`src/rtl/rx_ctrl_rcv.sv`:
```
// rtl/rx_ctrl_rcv.sv - 485 control link receiver: UART byte recovery and 6-byte command frame assembly
module rx_ctrl_rcv #(
    parameter logic [7:0] SYNC_BYTE    = 8'hA5,
    parameter int         TIMEOUT_BITS = 16
) (
    input  logic        clk_sys,
    input  logic        rst_n,
    input  logic        rx_ctrl,
    input  logic [19:0] tbit_period,
    output logic [7:0]  cmdr_dev,
    output logic [7:0]  cmdr_mod,
    output logic [7:0]  cmdr_addr,
    output logic [7:0]  cmdr_data,
    output logic        cmdr_vld,
    output logic        err_frm,
    output logic        err_sum,
    output logic        err_tmo
);

    typedef enum logic [1:0] {
        B_IDLE,
        B_START,
        B_DATA,
        B_STOP
    } bit_state_t;

    typedef enum logic [2:0] {
        F_HEAD,
        F_DEV,
        F_MOD,
        F_ADDR,
        F_DATA,
        F_SUM
    } frm_state_t;

    // Synchronizer and edge-detect history; all idle-high so reset never fakes a start edge
    logic rx_meta_q, rx_meta_d;
    logic rxs_q, rxs_d;
    logic rxs_prev_q, rxs_prev_d;

    // Bit recovery state
    bit_state_t  bit_state_q, bit_state_d;
    logic [19:0] bit_cnt_q, bit_cnt_d;
    logic [19:0] per_q, per_d;
    logic [2:0]  bit_idx_q, bit_idx_d;
    logic [7:0]  shift_q, shift_d;

    // Frame assembly state
    frm_state_t  frm_state_q, frm_state_d;
    logic [7:0]  sum_q, sum_d;
    logic [7:0]  sh_dev_q, sh_dev_d;
    logic [7:0]  sh_mod_q, sh_mod_d;
    logic [7:0]  sh_addr_q, sh_addr_d;
    logic [7:0]  sh_data_q, sh_data_d;
    logic [23:0] tmo_cnt_q, tmo_cnt_d;

    // Registered outputs
    logic [7:0]  cmdr_dev_q, cmdr_dev_d;
    logic [7:0]  cmdr_mod_q, cmdr_mod_d;
    logic [7:0]  cmdr_addr_q, cmdr_addr_d;
    logic [7:0]  cmdr_data_q, cmdr_data_d;
    logic        cmdr_vld_q, cmdr_vld_d;
    logic        err_frm_q, err_frm_d;
    logic        err_sum_q, err_sum_d;
    logic        err_tmo_q, err_tmo_d;

    // Strobes from the bit FSM to the frame FSM, valid in the stop-sample cycle
    logic        fall_edge;
    logic        start_edge;
    logic        byte_ok;
    logic        stop_bad;
    logic [23:0] tmo_lim;

    assign fall_edge = rxs_prev_q & ~rxs_q;
    // Limit uses the period latched at the last start edge so it is stable between bytes
    assign tmo_lim   = 24'(TIMEOUT_BITS) * {4'd0, per_q};

    assign cmdr_dev  = cmdr_dev_q;
    assign cmdr_mod  = cmdr_mod_q;
    assign cmdr_addr = cmdr_addr_q;
    assign cmdr_data = cmdr_data_q;
    assign cmdr_vld  = cmdr_vld_q;
    assign err_frm   = err_frm_q;
    assign err_sum   = err_sum_q;
    assign err_tmo   = err_tmo_q;

    // Two-flop synchronizer plus one history flop for falling-edge detection
    always_comb begin
        rx_meta_d  = rx_ctrl;
        rxs_d      = rx_meta_q;
        rxs_prev_d = rxs_q;
    end

    // Synchronizer registers, reset to the idle line level
    always_ff @(posedge clk_sys or negedge rst_n) begin
        if (!rst_n) begin
            rx_meta_q  <= 1'b1;
            rxs_q      <= 1'b1;
            rxs_prev_q <= 1'b1;
        end else begin
            rx_meta_q  <= rx_meta_d;
            rxs_q      <= rxs_d;
            rxs_prev_q <= rxs_prev_d;
        end
    end

    // Bit FSM: find the start edge, sample mid-bit, shift data LSB first, check the stop bit
    always_comb begin
        bit_state_d = bit_state_q;
        bit_cnt_d   = bit_cnt_q;
        per_d       = per_q;
        bit_idx_d   = bit_idx_q;
        shift_d     = shift_q;
        start_edge  = 1'b0;
        byte_ok     = 1'b0;
        stop_bad    = 1'b0;
        case (bit_state_q)
            B_IDLE: begin
                if (fall_edge) begin
                    start_edge  = 1'b1;
                    per_d       = tbit_period;
                    bit_cnt_d   = (tbit_period >> 1) - 20'd1;
                    bit_state_d = B_START;
                end
            end
            B_START: begin
                if (bit_cnt_q == 20'd0) begin
                    if (rxs_q) begin
                        // Line went back high before mid-bit: a glitch, not a start bit
                        bit_state_d = B_IDLE;
                    end else begin
                        bit_cnt_d   = per_q - 20'd1;
                        bit_idx_d   = 3'd0;
                        bit_state_d = B_DATA;
                    end
                end else begin
                    bit_cnt_d = bit_cnt_q - 20'd1;
                end
            end
            B_DATA: begin
                if (bit_cnt_q == 20'd0) begin
                    shift_d   = {rxs_q, shift_q[7:1]};
                    bit_cnt_d = per_q - 20'd1;
                    bit_idx_d = bit_idx_q + 3'd1;
                    if (bit_idx_q == 3'd7) begin
                        bit_state_d = B_STOP;
                    end
                end else begin
                    bit_cnt_d = bit_cnt_q - 20'd1;
                end
            end
            B_STOP: begin
                if (bit_cnt_q == 20'd0) begin
                    byte_ok     = rxs_q;
                    stop_bad    = ~rxs_q;
                    bit_state_d = B_IDLE;
                end else begin
                    bit_cnt_d = bit_cnt_q - 20'd1;
                end
            end
            default: begin
                bit_state_d = B_IDLE;
            end
        endcase
    end

    // Bit FSM registers
    always_ff @(posedge clk_sys or negedge rst_n) begin
        if (!rst_n) begin
            bit_state_q <= B_IDLE;
            bit_cnt_q   <= 20'd0;
            per_q       <= 20'd0;
            bit_idx_q   <= 3'd0;
            shift_q     <= 8'd0;
        end else begin
            bit_state_q <= bit_state_d;
            bit_cnt_q   <= bit_cnt_d;
            per_q       <= per_d;
            bit_idx_q   <= bit_idx_d;
            shift_q     <= shift_d;
        end
    end

    // Frame FSM: hunt for SYNC, collect four fields into shadows, verify the sum, watch the gap timer
    always_comb begin
        frm_state_d = frm_state_q;
        sum_d       = sum_q;
        sh_dev_d    = sh_dev_q;
        sh_mod_d    = sh_mod_q;
        sh_addr_d   = sh_addr_q;
        sh_data_d   = sh_data_q;
        tmo_cnt_d   = 24'd0;
        cmdr_dev_d  = cmdr_dev_q;
        cmdr_mod_d  = cmdr_mod_q;
        cmdr_addr_d = cmdr_addr_q;
        cmdr_data_d = cmdr_data_q;
        cmdr_vld_d  = 1'b0;
        err_frm_d   = 1'b0;
        err_sum_d   = 1'b0;
        err_tmo_d   = 1'b0;
        if (stop_bad) begin
            // A framing error drops any partial frame
            err_frm_d   = 1'b1;
            frm_state_d = F_HEAD;
        end else if (byte_ok) begin
            case (frm_state_q)
                F_HEAD: begin
                    if (shift_q == SYNC_BYTE) begin
                        sum_d       = 8'd0;
                        frm_state_d = F_DEV;
                    end
                end
                F_DEV: begin
                    sh_dev_d    = shift_q;
                    sum_d       = sum_q + shift_q;
                    frm_state_d = F_MOD;
                end
                F_MOD: begin
                    sh_mod_d    = shift_q;
                    sum_d       = sum_q + shift_q;
                    frm_state_d = F_ADDR;
                end
                F_ADDR: begin
                    sh_addr_d   = shift_q;
                    sum_d       = sum_q + shift_q;
                    frm_state_d = F_DATA;
                end
                F_DATA: begin
                    sh_data_d   = shift_q;
                    sum_d       = sum_q + shift_q;
                    frm_state_d = F_SUM;
                end
                F_SUM: begin
                    if (shift_q == sum_q) begin
                        cmdr_dev_d  = sh_dev_q;
                        cmdr_mod_d  = sh_mod_q;
                        cmdr_addr_d = sh_addr_q;
                        cmdr_data_d = sh_data_q;
                        cmdr_vld_d  = 1'b1;
                    end else begin
                        err_sum_d = 1'b1;
                    end
                    frm_state_d = F_HEAD;
                end
                default: begin
                    frm_state_d = F_HEAD;
                end
            endcase
        end else if ((frm_state_q != F_HEAD) && (bit_state_q == B_IDLE) && !start_edge) begin
            // Gap timer only runs while a frame is open and the line is between bytes
            if ((tmo_cnt_q + 24'd1) >= tmo_lim) begin
                err_tmo_d   = 1'b1;
                frm_state_d = F_HEAD;
            end else begin
                tmo_cnt_d = tmo_cnt_q + 24'd1;
            end
        end
    end

    // Frame FSM and output registers
    always_ff @(posedge clk_sys or negedge rst_n) begin
        if (!rst_n) begin
            frm_state_q <= F_HEAD;
            sum_q       <= 8'd0;
            sh_dev_q    <= 8'd0;
            sh_mod_q    <= 8'd0;
            sh_addr_q   <= 8'd0;
            sh_data_q   <= 8'd0;
            tmo_cnt_q   <= 24'd0;
            cmdr_dev_q  <= 8'd0;
            cmdr_mod_q  <= 8'd0;
            cmdr_addr_q <= 8'd0;
            cmdr_data_q <= 8'd0;
            cmdr_vld_q  <= 1'b0;
            err_frm_q   <= 1'b0;
            err_sum_q   <= 1'b0;
            err_tmo_q   <= 1'b0;
        end else begin
            frm_state_q <= frm_state_d;
            sum_q       <= sum_d;
            sh_dev_q    <= sh_dev_d;
            sh_mod_q    <= sh_mod_d;
            sh_addr_q   <= sh_addr_d;
            sh_data_q   <= sh_data_d;
            tmo_cnt_q   <= tmo_cnt_d;
            cmdr_dev_q  <= cmdr_dev_d;
            cmdr_mod_q  <= cmdr_mod_d;
            cmdr_addr_q <= cmdr_addr_d;
            cmdr_data_q <= cmdr_data_d;
            cmdr_vld_q  <= cmdr_vld_d;
            err_frm_q   <= err_frm_d;
            err_sum_q   <= err_sum_d;
            err_tmo_q   <= err_tmo_d;
        end
    end

endmodule

```
`config.mk`:
```
export PLATFORM = sky130hd
export DESIGN_NAME = rx_ctrl_rcv
export DESIGN_NICKNAME = d
export VERILOG_FILES = /design/src/rtl/rx_ctrl_rcv.sv
export SDC_FILE = /design/constraint.sdc
export NUM_CORES = 1
export LEC_CHECK = 0
export ABC_AREA = 1
export ABC_CLOCK_PERIOD_IN_PS = 3800
export CORE_MARGIN = 2
export CORE_UTILIZATION = 45
export DETAILED_ROUTE_END_ITERATION = 12
export HOLD_SLACK_MARGIN = 0.15
export PLACE_DENSITY = 0.68
export SETUP_SLACK_MARGIN = 0.1
export SLEW_MARGIN = 20
export SYNTH_ARGS = -nofsm -noshare
export SYNTH_HDL_FRONTEND = slang
export SYNTH_SLANG_ARGS = --single-unit
```
`constraint.sdc`:
```
create_clock -name clk_sys -period 3.8 [get_ports clk_sys]
set_clock_uncertainty 0.1 [all_clocks]
set_input_delay 0.57 -clock clk_sys [delete_from_list [all_inputs] [get_ports clk_sys]]
set_output_delay 0.57 -clock clk_sys [all_outputs]
set_load 0.02 [all_outputs]
```
==> metrics.md, run 1 <==
| Metric | Value |
|---|---|
| Number of standard cells after synthesis | 1236 |
| Maximum fanout encountered on the critical timing path | 5 |
| Final worst setup slack | 0.541 ns |
| Initial DRC Count | 607 |
| Per-cell routed wire length | 15.0 µm |
| Count of endpoints failing hold in the final timing report | 0 |
| Share of total power consumed by net switching | 41.1% |
| First-pass detailed-route iteration total | 5 |
| Count of final setup violators | 0 |
| Latest clock arrival within the worst-skew pair | 0.44 ns |
| Number of placed cells counting well taps | 1541 |
| Final clock period utilization by the worst path | 85.8% |
| Half-perimeter wire length after placement | 17100 µm |
| Final weighted congestion in routability-driven placement | 0.969 |
| P per Cell Area | 549 nW/µm² |
| Portion of synthesized cell area occupied by the leading cell type | 42.2% |
| Cell area after synthesis | 9250 µm² |
| Sequential share of the synthesized area | 43.0% |
| Post-route cell area | 10800 µm² |
| Biggest area contributors in the synthesized netlist | sky130_fd_sc_hd__dfrtp_1 42%, sky130_fd_sc_hd__nand2_1 14%, sky130_fd_sc_hd__nand3_1 6.1%, sky130_fd_sc_hd__ha_1 5.1%, sky130_fd_sc_hd__nor2_1 4.9% |
| Outcome | complete, no violations |
| Post-layout net count | 1353 |
| Global Route Usage Sum | 22.8% |
| Core Box Area | 20200 µm² |
| Data arrival, critical path | 3.47 ns |
| Flop2flop setup slack | 0.54 ns |
| Overall die height | 147 µm |
| Ratio of cells with drive above 1 in the final layout | 5.75% |
| Design Power | 5.93 mW |
| Number of nets in the synthesized netlist | 1298 |
| Switch Pwr | 2.44 mW |
| FF+latch area | 3980 µm² |
| Commonest cells in the netlist | 339 x sky130_fd_sc_hd__nand2_1, 156 x sky130_fd_sc_hd__dfrtp_1, 122 x sky130_fd_sc_hd__nor2_1 |
| Tightest Pin Transition | 0.849 ns |
| Mean Syn Cell Area | 7.49 µm² |
| Root Buffer Master | sky130_fd_sc_hd__clkbuf_16 |
| Die area | 21700 µm² |
| Ant. Diodes | 0 |
| Max-slew violation count | 0 |
| Final worst path period need | 3.26 ns |
| Achievable frequency | 0.307 GHz |
| Ratio of routed vias to standard cells | 5.30 |
| Critical path data required time | 4.01 ns |
| Fillers | 1934 |
| Static leakage | 5.26 nW |
| Number of antenna violations at the first check in global routing | 0 |
| Die outline width | 147 µm |
| Kind of capture point of the worst setup path | flop |
| Type of element launching the critical path | flop |
| Clk pin slew, worst setup/hold paths | 0.07 ns |
| Summed negative setup slack over all endpoints | 0 ns |
| Number of maximum-capacitance violations | 0 |
| Buffers added on ports | 58 |
| Number of clock sinks | 159 |
| Number of global-route vias before repair | 7967 |
| Remaining antenna violation count after routing | 0 |
| Worst-case clock buffer depth | 2 |
| Standard-cell rows | 52 |
| Ys flop type | sky130_fd_sc_hd__dfrtp_1 |
| Max-slew headroom | 43.4% |
| Total DRC errors in the routed layout | 0 |
| Count of distinct cell types in the synthesized netlist | 38 |
| Type of the worst setup path | flop to flop |
| Non-filler instance count after layout | 1574 |
| Maximum vdd ir drop | 0.373 mV |
| Vias after detailed routing | 8347 |
| Global-route wire length before repair | 40000 µm |
| Flip-flop and latch count after synthesis | 159 |
| Cell internal pwr | 3.49 mW |
| Number of primary I/O pins | 59 |
| Post-synthesis async set-or-reset flop share | 100% |
| Post-layout util | 53.4% |
| Reg power frac | 37.0% |
| Number of buffers inserted during clock tree synthesis | 17 |
| GRT overflow | 0 |
| Yosys warning total | 0 |
| Fin Hold WS | 0.258 ns |
| Initial cell density of the core | 45.7% |
| Proportion of power drawn by the clock network | 29.9% |
| Clock tree from TritonCTS | done |
| Final wirelength | 23600 µm |
| Place WS | 0.377 ns |
| Combined area of the multi-input logic cells | 4690 µm² |
| EDFF count, synth | 0 |
| Hold Path Class | flop to flop |
| Post-DP Area | 10100 µm² |
| Power share of the combinational group | 33.1% |
| H-tree levels | 4 |
| Setup repair after global routing missed its margin | false |
| Cell taking the most area after synthesis | sky130_fd_sc_hd__dfrtp_1 |
| Area growth from synthesis to final layout | 16.7% |
| Most frequently used cell type in the post-synthesis netlist | sky130_fd_sc_hd__nand2_1 |
| Maximum number of pins on one net before global-route repair | 93 |
[what timing repair did]
item	in CTS	in global routing
endpoints found under the setup margin	0	26
setup buffers	0	0
hold endpoints to repair	5	0
gates resized for setup	0	4
hold buffers	1	0
[critical path, cell delays in order (launching register included)]
cell	delay [ns]
sky130_fd_sc_hd__dfrtp_1	0.40
sky130_fd_sc_hd__ha_1	0.21
sky130_fd_sc_hd__nand2_1	0.09
sky130_fd_sc_hd__nor2_2	0.19
sky130_fd_sc_hd__nand3_1	0.18
sky130_fd_sc_hd__nor2_1	0.19
sky130_fd_sc_hd__nand3_1	0.14
sky130_fd_sc_hd__nor2_2	0.17
sky130_fd_sc_hd__nand2_1	0.08
sky130_fd_sc_hd__xor2_1	0.18
sky130_fd_sc_hd__ha_1	0.28
sky130_fd_sc_hd__nand2_1	0.06
sky130_fd_sc_hd__nor3_1	0.13
sky130_fd_sc_hd__nand4_1	0.13
sky130_fd_sc_hd__nor2_1	0.11
sky130_fd_sc_hd__nand2_1	0.07
sky130_fd_sc_hd__nand3_2	0.13
sky130_fd_sc_hd__nand2_1	0.10
sky130_fd_sc_hd__nand2_1	0.11
sky130_fd_sc_hd__o21ai_0	0.09
[worst paths after layout]
| path | from | endpoint | cells past startpoint |
|---|---|---|---|
| worst max-delay path | tmo_cnt_q[0]$_DFF_PN0_ | frm_state_q[2]$_DFFE_PN0P_ | 19 |
| worst max register to register | tmo_cnt_q[0]$_DFF_PN0_ | frm_state_q[2]$_DFFE_PN0P_ | 19 |
| max in group asynchronous | rst_n | bit_cnt_q[13]$_DFFE_PN0P_ | 3 |
| worst min register to register | rx_meta_q$_DFF_PN1_ | rxs_prev_d$_DFF_PN1_ | 0 |
| min in group asynchronous | rst_n | per_q[5]$_DFFE_PN0P_ | 2 |
| worst min-delay path | rx_meta_q$_DFF_PN1_ | rxs_prev_d$_DFF_PN1_ | 0 |
[layer usage]
| metal | track usage [%] | part of all wire [%] | vias to the layer above |
|---|---|---|---|
| met2 | 35.8 | 45 | 246 |
| met3 | 3.89 | 4.9 | 59 |
| li1 | - | - | 4147 |
| met4 | 9.57 | 3.6 | 0 |
| met1 | 31.4 | 46 | 3895 |
| met5 | 0 | 0 | - |
[cell type report]
class | count | share of cell area (%)
multi-input combinational | 921 | 43.5
sequential | 159 | 36.9
timing repair buffer | 70 | 6.40
inverter | 122 | 4.24
clock buffer | 17 | 3.94
tap | 270 | 3.13
clock inverter | 15 | 1.94
[kinds of logic (layout without fill, tap and decap cells)]
group                    Yosys count  after routing  share of synthesized area (%)
buffers and inverters            156            224                           6.40
AND/OR/NAND/NOR                  671            671                           31.5
flip-flops                       159            159                           43.0
XOR/XNOR                          47             47                           4.45
AO/OA/AOI/OAI                    164            164                           9.22
adder cells (fa/ha/maj)           39             39                           5.36
[cell usage in the layout, fill, tap and decap left out, types with 4 or more instances in the layout]
master,netlist,layout
sky130_fd_sc_hd__nand3_1,113,112
sky130_fd_sc_hd__o21ai_0,77,77
sky130_fd_sc_hd__and2_1,7,7
sky130_fd_sc_hd__a21oi_1,55,55
sky130_fd_sc_hd__clkbuf_16,0,17
sky130_fd_sc_hd__nand4_1,21,21
sky130_fd_sc_hd__xnor2_1,9,9
sky130_fd_sc_hd__or2_2,12,12
sky130_fd_sc_hd__clkdlybuf4s50_1,0,57
sky130_fd_sc_hd__nor3b_1,6,6
sky130_fd_sc_hd__inv_1,120,120
sky130_fd_sc_hd__nor2_1,122,120
sky130_fd_sc_hd__xor2_1,38,38
sky130_fd_sc_hd__nand2_1,339,339
sky130_fd_sc_hd__nor4_1,6,6
sky130_fd_sc_hd__clkinv_8,0,8
sky130_fd_sc_hd__dfrtp_1,156,156
sky130_fd_sc_hd__nor3_1,33,32
sky130_fd_sc_hd__ha_1,38,38
sky130_fd_sc_hd__inv_8,0,4
sky130_fd_sc_hd__o21ai_1,17,17
sky130_fd_sc_hd__buf_4,0,9
[flip-flops by register name (all words and copies together), names as in the netlist, 3 cells and up, named ones only]
| name | cells |
|---|---|
| cmdr_addr | 8 |
| bit_idx_q | 3 |
| sh_addr_q | 8 |
| bit_cnt_q | 20 |
| frm_state_q | 3 |
| sh_mod_q | 8 |
| cmdr_mod | 8 |
| cmdr_data | 8 |
| shift_q | 8 |
| cmdr_dev | 8 |
| tmo_cnt_q | 24 |
| sum_q | 8 |
| sh_data_q | 8 |
| sh_dev_q | 8 |
| per_q | 20 |
[power groups by stage]
| stage | sequential, mW | combinational (mW) | clock, mW |
|---|---|---|---|
| floorplan | 2.13 | 1.43 | 0 |
| global placement | 2.21 | 1.91 | 0 |
| detailed placement | 2.22 | 1.93 | 0 |
| CTS | 2.19 | 1.95 | 1.80 |
| global route | 2.23 | 2.25 | 1.88 |
| finish | 2.20 | 1.97 | 1.77 |
Note: power is estimated with default switching activity, not from simulation.
==> inputs of run 2 (changes only) <==
Settings changed: PLACE_DENSITY 0.68 to 0.66.
==> metrics.md, run 2 (synthesis gave the netlist of run 1 again) <==
| Metric | Value |
|---|---|
| Ratio of cells with drive above 1 in the final layout | 5.75% |
| Outcome | complete, no violations |
| Type of the worst setup path | flop to flop |
| Largest reg by FF count | tmo_cnt_q |
| H-tree levels | 4 |
| Die area | 21700 µm² |
| Area growth from synthesis to final layout | 16.5% |
| Half-perimeter wire length after placement | 17800 µm |
| Final weighted congestion in routability-driven placement | 0.912 |
| Switch Pwr | 2.44 mW |
| Post-layout net count | 1354 |
| Kind of capture point of the worst setup path | flop |
| Overall die height | 147 µm |
| Setup repair after global routing missed its margin | false |
| Max FFs per register | 24 |
| Count of endpoints failing hold in the final timing report | 0 |
| Clk pin slew, worst setup/hold paths | 0.08 ns |
| Buffers added on ports | 58 |
| Per-cell routed wire length | 15.3 µm |
| Achievable frequency | 0.305 GHz |
| Final worst path period need | 3.27 ns |
| GRT overflow | 0 |
| Ant. Diodes | 0 |
| P per Cell Area | 551 nW/µm² |
| Setup Fix Bufs, Post-CTS | 0 |
| Reg power frac | 36.9% |
| Maximum number of pins on one net before global-route repair | 88 |
| Cell internal pwr | 3.50 mW |
| Proportion of power drawn by the clock network | 29.9% |
| Post-route cell area | 10800 µm² |
| Remaining antenna violation count after routing | 0 |
| Summed negative setup slack over all endpoints | 0 ns |
| Type of element launching the critical path | flop |
| Latest clock arrival within the worst-skew pair | 0.44 ns |
| Max-slew headroom | 45.0% |
| Global-route wire length before repair | 40500 µm |
| Tightest Pin Transition | 0.825 ns |
| Maximum vdd ir drop | 0.315 mV |
| Number of clock sinks | 159 |
| Fillers | 1956 |
| Leading cell type in the layout, fill and taps excluded | sky130_fd_sc_hd__nand2_1 |
| Worst-case clock buffer depth | 2 |
| Number of antenna violations at the first check in global routing | 0 |
| Maximum fanout encountered on the critical timing path | 17 |
| Standard-cell rows | 52 |
| Clock tree from TritonCTS | done |
| Share of total power consumed by net switching | 41.2% |
| Number of maximum-capacitance violations | 0 |
| Vias after detailed routing | 8294 |
| Final clock period utilization by the worst path | 86.1% |
| Data arrival, critical path | 3.51 ns |
| Max-slew violation count | 0 |
| Count of final setup violators | 0 |
| Root Buffer Master | sky130_fd_sc_hd__clkbuf_16 |
| Number of global-route vias before repair | 7906 |
| Ratio of routed vias to standard cells | 5.27 |
| Hold Path Class | flop to flop |
| Power share of the combinational group | 33.1% |
| Core Box Area | 20200 µm² |
| Most frequent cells in the layout | 339 x sky130_fd_sc_hd__nand2_1, 156 x sky130_fd_sc_hd__dfrtp_1, 120 x sky130_fd_sc_hd__inv_1, 120 x sky130_fd_sc_hd__nor2_1, 113 x sky130_fd_sc_hd__nand3_1 |
| Total DRC errors in the routed layout | 0 |
| Final wirelength | 24000 µm |
| Initial cell density of the core | 45.7% |
| Biggest regs | tmo_cnt_q: 24 flops, bit_cnt_q: 20 flops, per_q: 20 flops |
| Number of primary I/O pins | 59 |
| Global Route Usage Sum | 23.3% |
| Die outline width | 147 µm |
| Initial DRC Count | 781 |
| Critical path data required time | 4.03 ns |
| Post-DP Area | 10100 µm² |
| Number of buffers inserted during clock tree synthesis | 17 |
| Static leakage | 5.25 nW |
| First-pass detailed-route iteration total | 5 |
[run 2: critical path: stages, from the launching register on]
cell and delay [ns]:
sky130_fd_sc_hd__dfrtp_1 0.41, sky130_fd_sc_hd__nand3_1 0.12, sky130_fd_sc_hd__nor2_1 0.10, sky130_fd_sc_hd__nand2_1 0.10, sky130_fd_sc_hd__nor2_1 0.21, sky130_fd_sc_hd__nand2_1 0.12, sky130_fd_sc_hd__nor3_1 0.36, sky130_fd_sc_hd__nand2_1 0.13
sky130_fd_sc_hd__xnor2_1 0.25, sky130_fd_sc_hd__ha_1 0.31, sky130_fd_sc_hd__a21oi_1 0.14, sky130_fd_sc_hd__o21ai_0 0.08, sky130_fd_sc_hd__nor2_1 0.10, sky130_fd_sc_hd__nand3_1 0.16, sky130_fd_sc_hd__buf_4 0.24, sky130_fd_sc_hd__nor3_1 0.25
[run 2: through the flow]
stage | std cells | worst slack [ns] | hold WS (ns) | power [mW] | utilization [%]
after floorplan | 1236 | 0.512 | 0.174 | 3.56 | -
after global placement | 1542 | 0.526 | 0.246 | 4.14 | 50.1
after detailed placement | 1542 | 0.409 | 0.247 | 4.17 | 50.1
after CTS | 1575 | 0.386 | 0.259 | 5.96 | 53.3
after global routing | 1575 | 0.105 | 0.263 | 6.36 | 53.3
final | 1575 | 0.527 | 0.258 | 5.94 | 53.3
[run 2: timing repair]
item	4_1_cts	5_1_grt
setup endpoints to repair	0	26
gates resized for setup	0	2
hold buffers	1	0
endpoints found under the hold margin	51	0
[run 2: path summary, 6_finish.rpt]
path	from	endpoint	slack [ns]	cells after the start
max	tmo_cnt_q[2]$_DFF_PN0_	tmo_cnt_q[14]$_DFF_PN0_	0.53	15
min	rx_meta_q$_DFF_PN1_	rxs_prev_d$_DFF_PN1_	0.26	0
max reg2reg	tmo_cnt_q[2]$_DFF_PN0_	tmo_cnt_q[14]$_DFF_PN0_	0.53	15
min reg2reg	rx_meta_q$_DFF_PN1_	rxs_prev_d$_DFF_PN1_	0.26	0
max in group asynchronous	rst_n	tmo_cnt_q[0]$_DFF_PN0_	1.99	3
min in group asynchronous	rst_n	cmdr_addr[3]$_DFFE_PN0P_	0.65	2
[run 2: final cells by class]
type                       instances  area, µm²  share of cell area, %
tap                              270        338                   3.13
multi-input combinational        921       4690                   43.5
clock buffer                      17        425                   3.95
sequential                       159       3980                   36.9
inverter                         122        458                   4.25
timing repair buffer              71        682                   6.33
clock inverter                    15        206                   1.92
[run 2: power by group through the flow]
stage               Clock [mW]  Sequential [mW]  Combinational, mW
finish                    1.78             2.19               1.97
global route              1.88             2.23               2.25
CTS                       1.81             2.19               1.97
detailed placement           0             2.22               1.95
global placement             0             2.22               1.93
floorplan                    0             2.13               1.43
[run 2: metal layers]
metal / vias to the layer above / GRT usage, % / share of wire [%]
li1: 4145 / - / -
met1: 3870 / 31.8 / 46
met2: 239 / 37.8 / 47
met3: 40 / 3.83 / 4.5
met4: 0 / 8.22 / 2.5
met5: - / 0 / 0
==> RTL change (settings of run 1) <==
Take the reset off `shift_q` and load it in a clocked block of its own.
--- a/src/rtl/rx_ctrl_rcv.sv
+++ b/src/rtl/rx_ctrl_rcv.sv
@@ -172,5 +172,4 @@
             per_q       <= 20'd0;
             bit_idx_q   <= 3'd0;
-            shift_q     <= 8'd0;
         end else begin
             bit_state_q <= bit_state_d;
@@ -178,6 +177,9 @@
             per_q       <= per_d;
             bit_idx_q   <= bit_idx_d;
-            shift_q     <= shift_d;
         end
+    end
+
+    always_ff @(posedge clk_sys) begin
+        shift_q <= shift_d;
     end
 
Behaviour: same outputs for any inputs over 10 cycles, from zero or initial values and one cycle with rst_n low; that may be too few to reach the edited logic, so the function may still have changed.
==> RTL change against run 1 <==
Count of clock-buffer cells in the layout is the same. Largest cell class unchanged. Design area shrank 0.51%. Total power is essentially flat. Non-clock buffer count grew 5. Synthesized cell count shrank 0.97%. Area after synthesis shrank 0.91%. Routed wire length shrank 1.5%. Via count shrank 2.5%. Critical path depth is the same. Sequential cell count is the same. Utilization grew 0.072 points. Clock power is essentially flat. Worst setup slack lost 87 ps.
==> RTL change: results <==
group,metric,value,unit
pwr,p_int,3.519,mW
finish,nets,1347,
finish,fillerInstances,1925,
pwr,power_leakage,5.221,nW
clock_tree,cts.reportedPaths.clkPinSlew,70,ps
global_route,grt.total_usage,22.25,%
global_route,grt_pass1_wl,38.38,mm
setup_path,crit_arrival,3560,ps
placement,dp_hpwl,17.14,mm
logic_synthesis,yosys-top-cells-count,"329 x nand2_1, 148 x dfrtp_1, 140 x nor2_1",
placement,post_dp_cell_area,10090,µm²
detailed_routing,first_pass_iters,6,
detailed_routing,antenna_left,0,
status,outcome,"completed",
global_route,grt_max_degree,79,
timing,relSlewSlack,41.88,%
clock_tree,cts-root-buf,"clkbuf_16",
finish,drive_gt1_share,5.855,%
global_route,grt_pass1_vias,7702,
detailed_routing,dr_total_vias,8136,
pwr,ir_drop,0.3738,mV
placement,dp_cells,1535,
logic_synthesis,avgSynthCellArea,7.491,µm²
finish,reg.largest.list,"tmo_cnt_q (24), bit_cnt_q (20), per_q (20)",
placement,dpl_worst_slack,532.0,ps
logic_synthesis,synthArstFlopShare,94.97,%
placement,io_buffers,58,
setup_path,crit_path_max_fanout,22,
setup_path,slowest_delay,420,ps
clock_tree,cts_setup_buffers,0,
logic_synthesis,synth_area_leaders,"dfrtp_1 40%, nand2_1 13%, nand3_1 6.4%",
placement,gp_congestion,0.9262,
detailed_routing,drtIter0Drc,570,
logic_synthesis,synth_edf_count,8,
logic_synthesis,yosysSeqAreaShare,43.87,%
detailed_routing,totalWireLength,23.24,mm
logic_synthesis,yosysUniqueCellTypes,36,
detailed_routing,via_per_inst,5.189,
logic_synthesis,yosysWarnings,0,
-- RTL change: per-stage QoR --
step | util, % | total power [mW]
after floorplan | - | 3.565
after global placement | 50.21 | 4.122
after detailed placement | 50.21 | 4.152
after CTS | 53.40 | 5.938
after global routing | 53.43 | 6.339
final | 53.43 | 5.931
-- RTL change: per-layer routing --
metal | track usage [%] | vias to the layer above | share of wire (%)
met5 | 0 | - | 0
met4 | 7.184 | 0 | 2.2
met3 | 3.696 | 32 | 4.8
met2 | 35.21 | 214 | 45
met1 | 31.41 | 3800 | 48
li1 | - | 4090 | -
-- RTL change: repair_timing --
action	4_1_cts	5_1_grt
endpoints found under the setup margin	0	9
endpoints found under the hold margin	74	0
gates resized for setup	0	1
hold buffers	1	0
-- RTL change: worst paths after layout --
path / from / to / slack [ps] / cells after the start
max in group asynchronous: rst_n / tmo_cnt_q[20]$_DFF_PN0_ / 2120 / 3
worst max register to register: tmo_cnt_q[0]$_DFF_PN0_ / tmo_cnt_q[20]$_DFF_PN0_ / 450 / 19
worst min-delay path: rx_meta_q$_DFF_PN1_ / rxs_prev_d$_DFF_PN1_ / 260 / 0
worst max-delay path: tmo_cnt_q[0]$_DFF_PN0_ / tmo_cnt_q[20]$_DFF_PN0_ / 450 / 19
worst min register to register: rx_meta_q$_DFF_PN1_ / rxs_prev_d$_DFF_PN1_ / 260 / 0
min in group asynchronous: rst_n / cmdr_mod[0]$_DFFE_PN0P_ / 610 / 2
-- RTL change: power groups by stage --
| stage | combinational [mW] | sequential, mW | clock, mW |
|---|---|---|---|
| finish | 1.98 | 2.18 | 1.77 |
| global route | 2.25 | 2.22 | 1.87 |
| CTS | 1.96 | 2.18 | 1.80 |
| detailed placement | 1.94 | 2.21 | 0 |
| global placement | 1.92 | 2.21 | 0 |
| floorplan | 1.42 | 2.14 | 0 |
-- RTL change: cell families (layout without fill, tap and decap cells) --
family	after synthesis	in the layout	synth area share (%)
compound gates	155	155	8.911
xor+xnor	48	48	4.585
buf+inv	168	242	6.960
fa+ha+maj	39	39	5.404
flops	159	159	43.87
simple gates	655	655	30.27
-- RTL change: area by class of cell --
type | instances | area, µm² | share of cell area, %
Multi-Input combinational cell | 897 | 4518 | 42.06
Clock inverter | 15 | 206.4 | 1.922
Timing Repair Buffer | 75 | 724.4 | 6.744
Inverter | 135 | 506.7 | 4.718
Tap cell | 270 | 337.8 | 3.145
Clock buffer | 17 | 425.4 | 3.960
Sequential cell | 159 | 4023 | 37.45
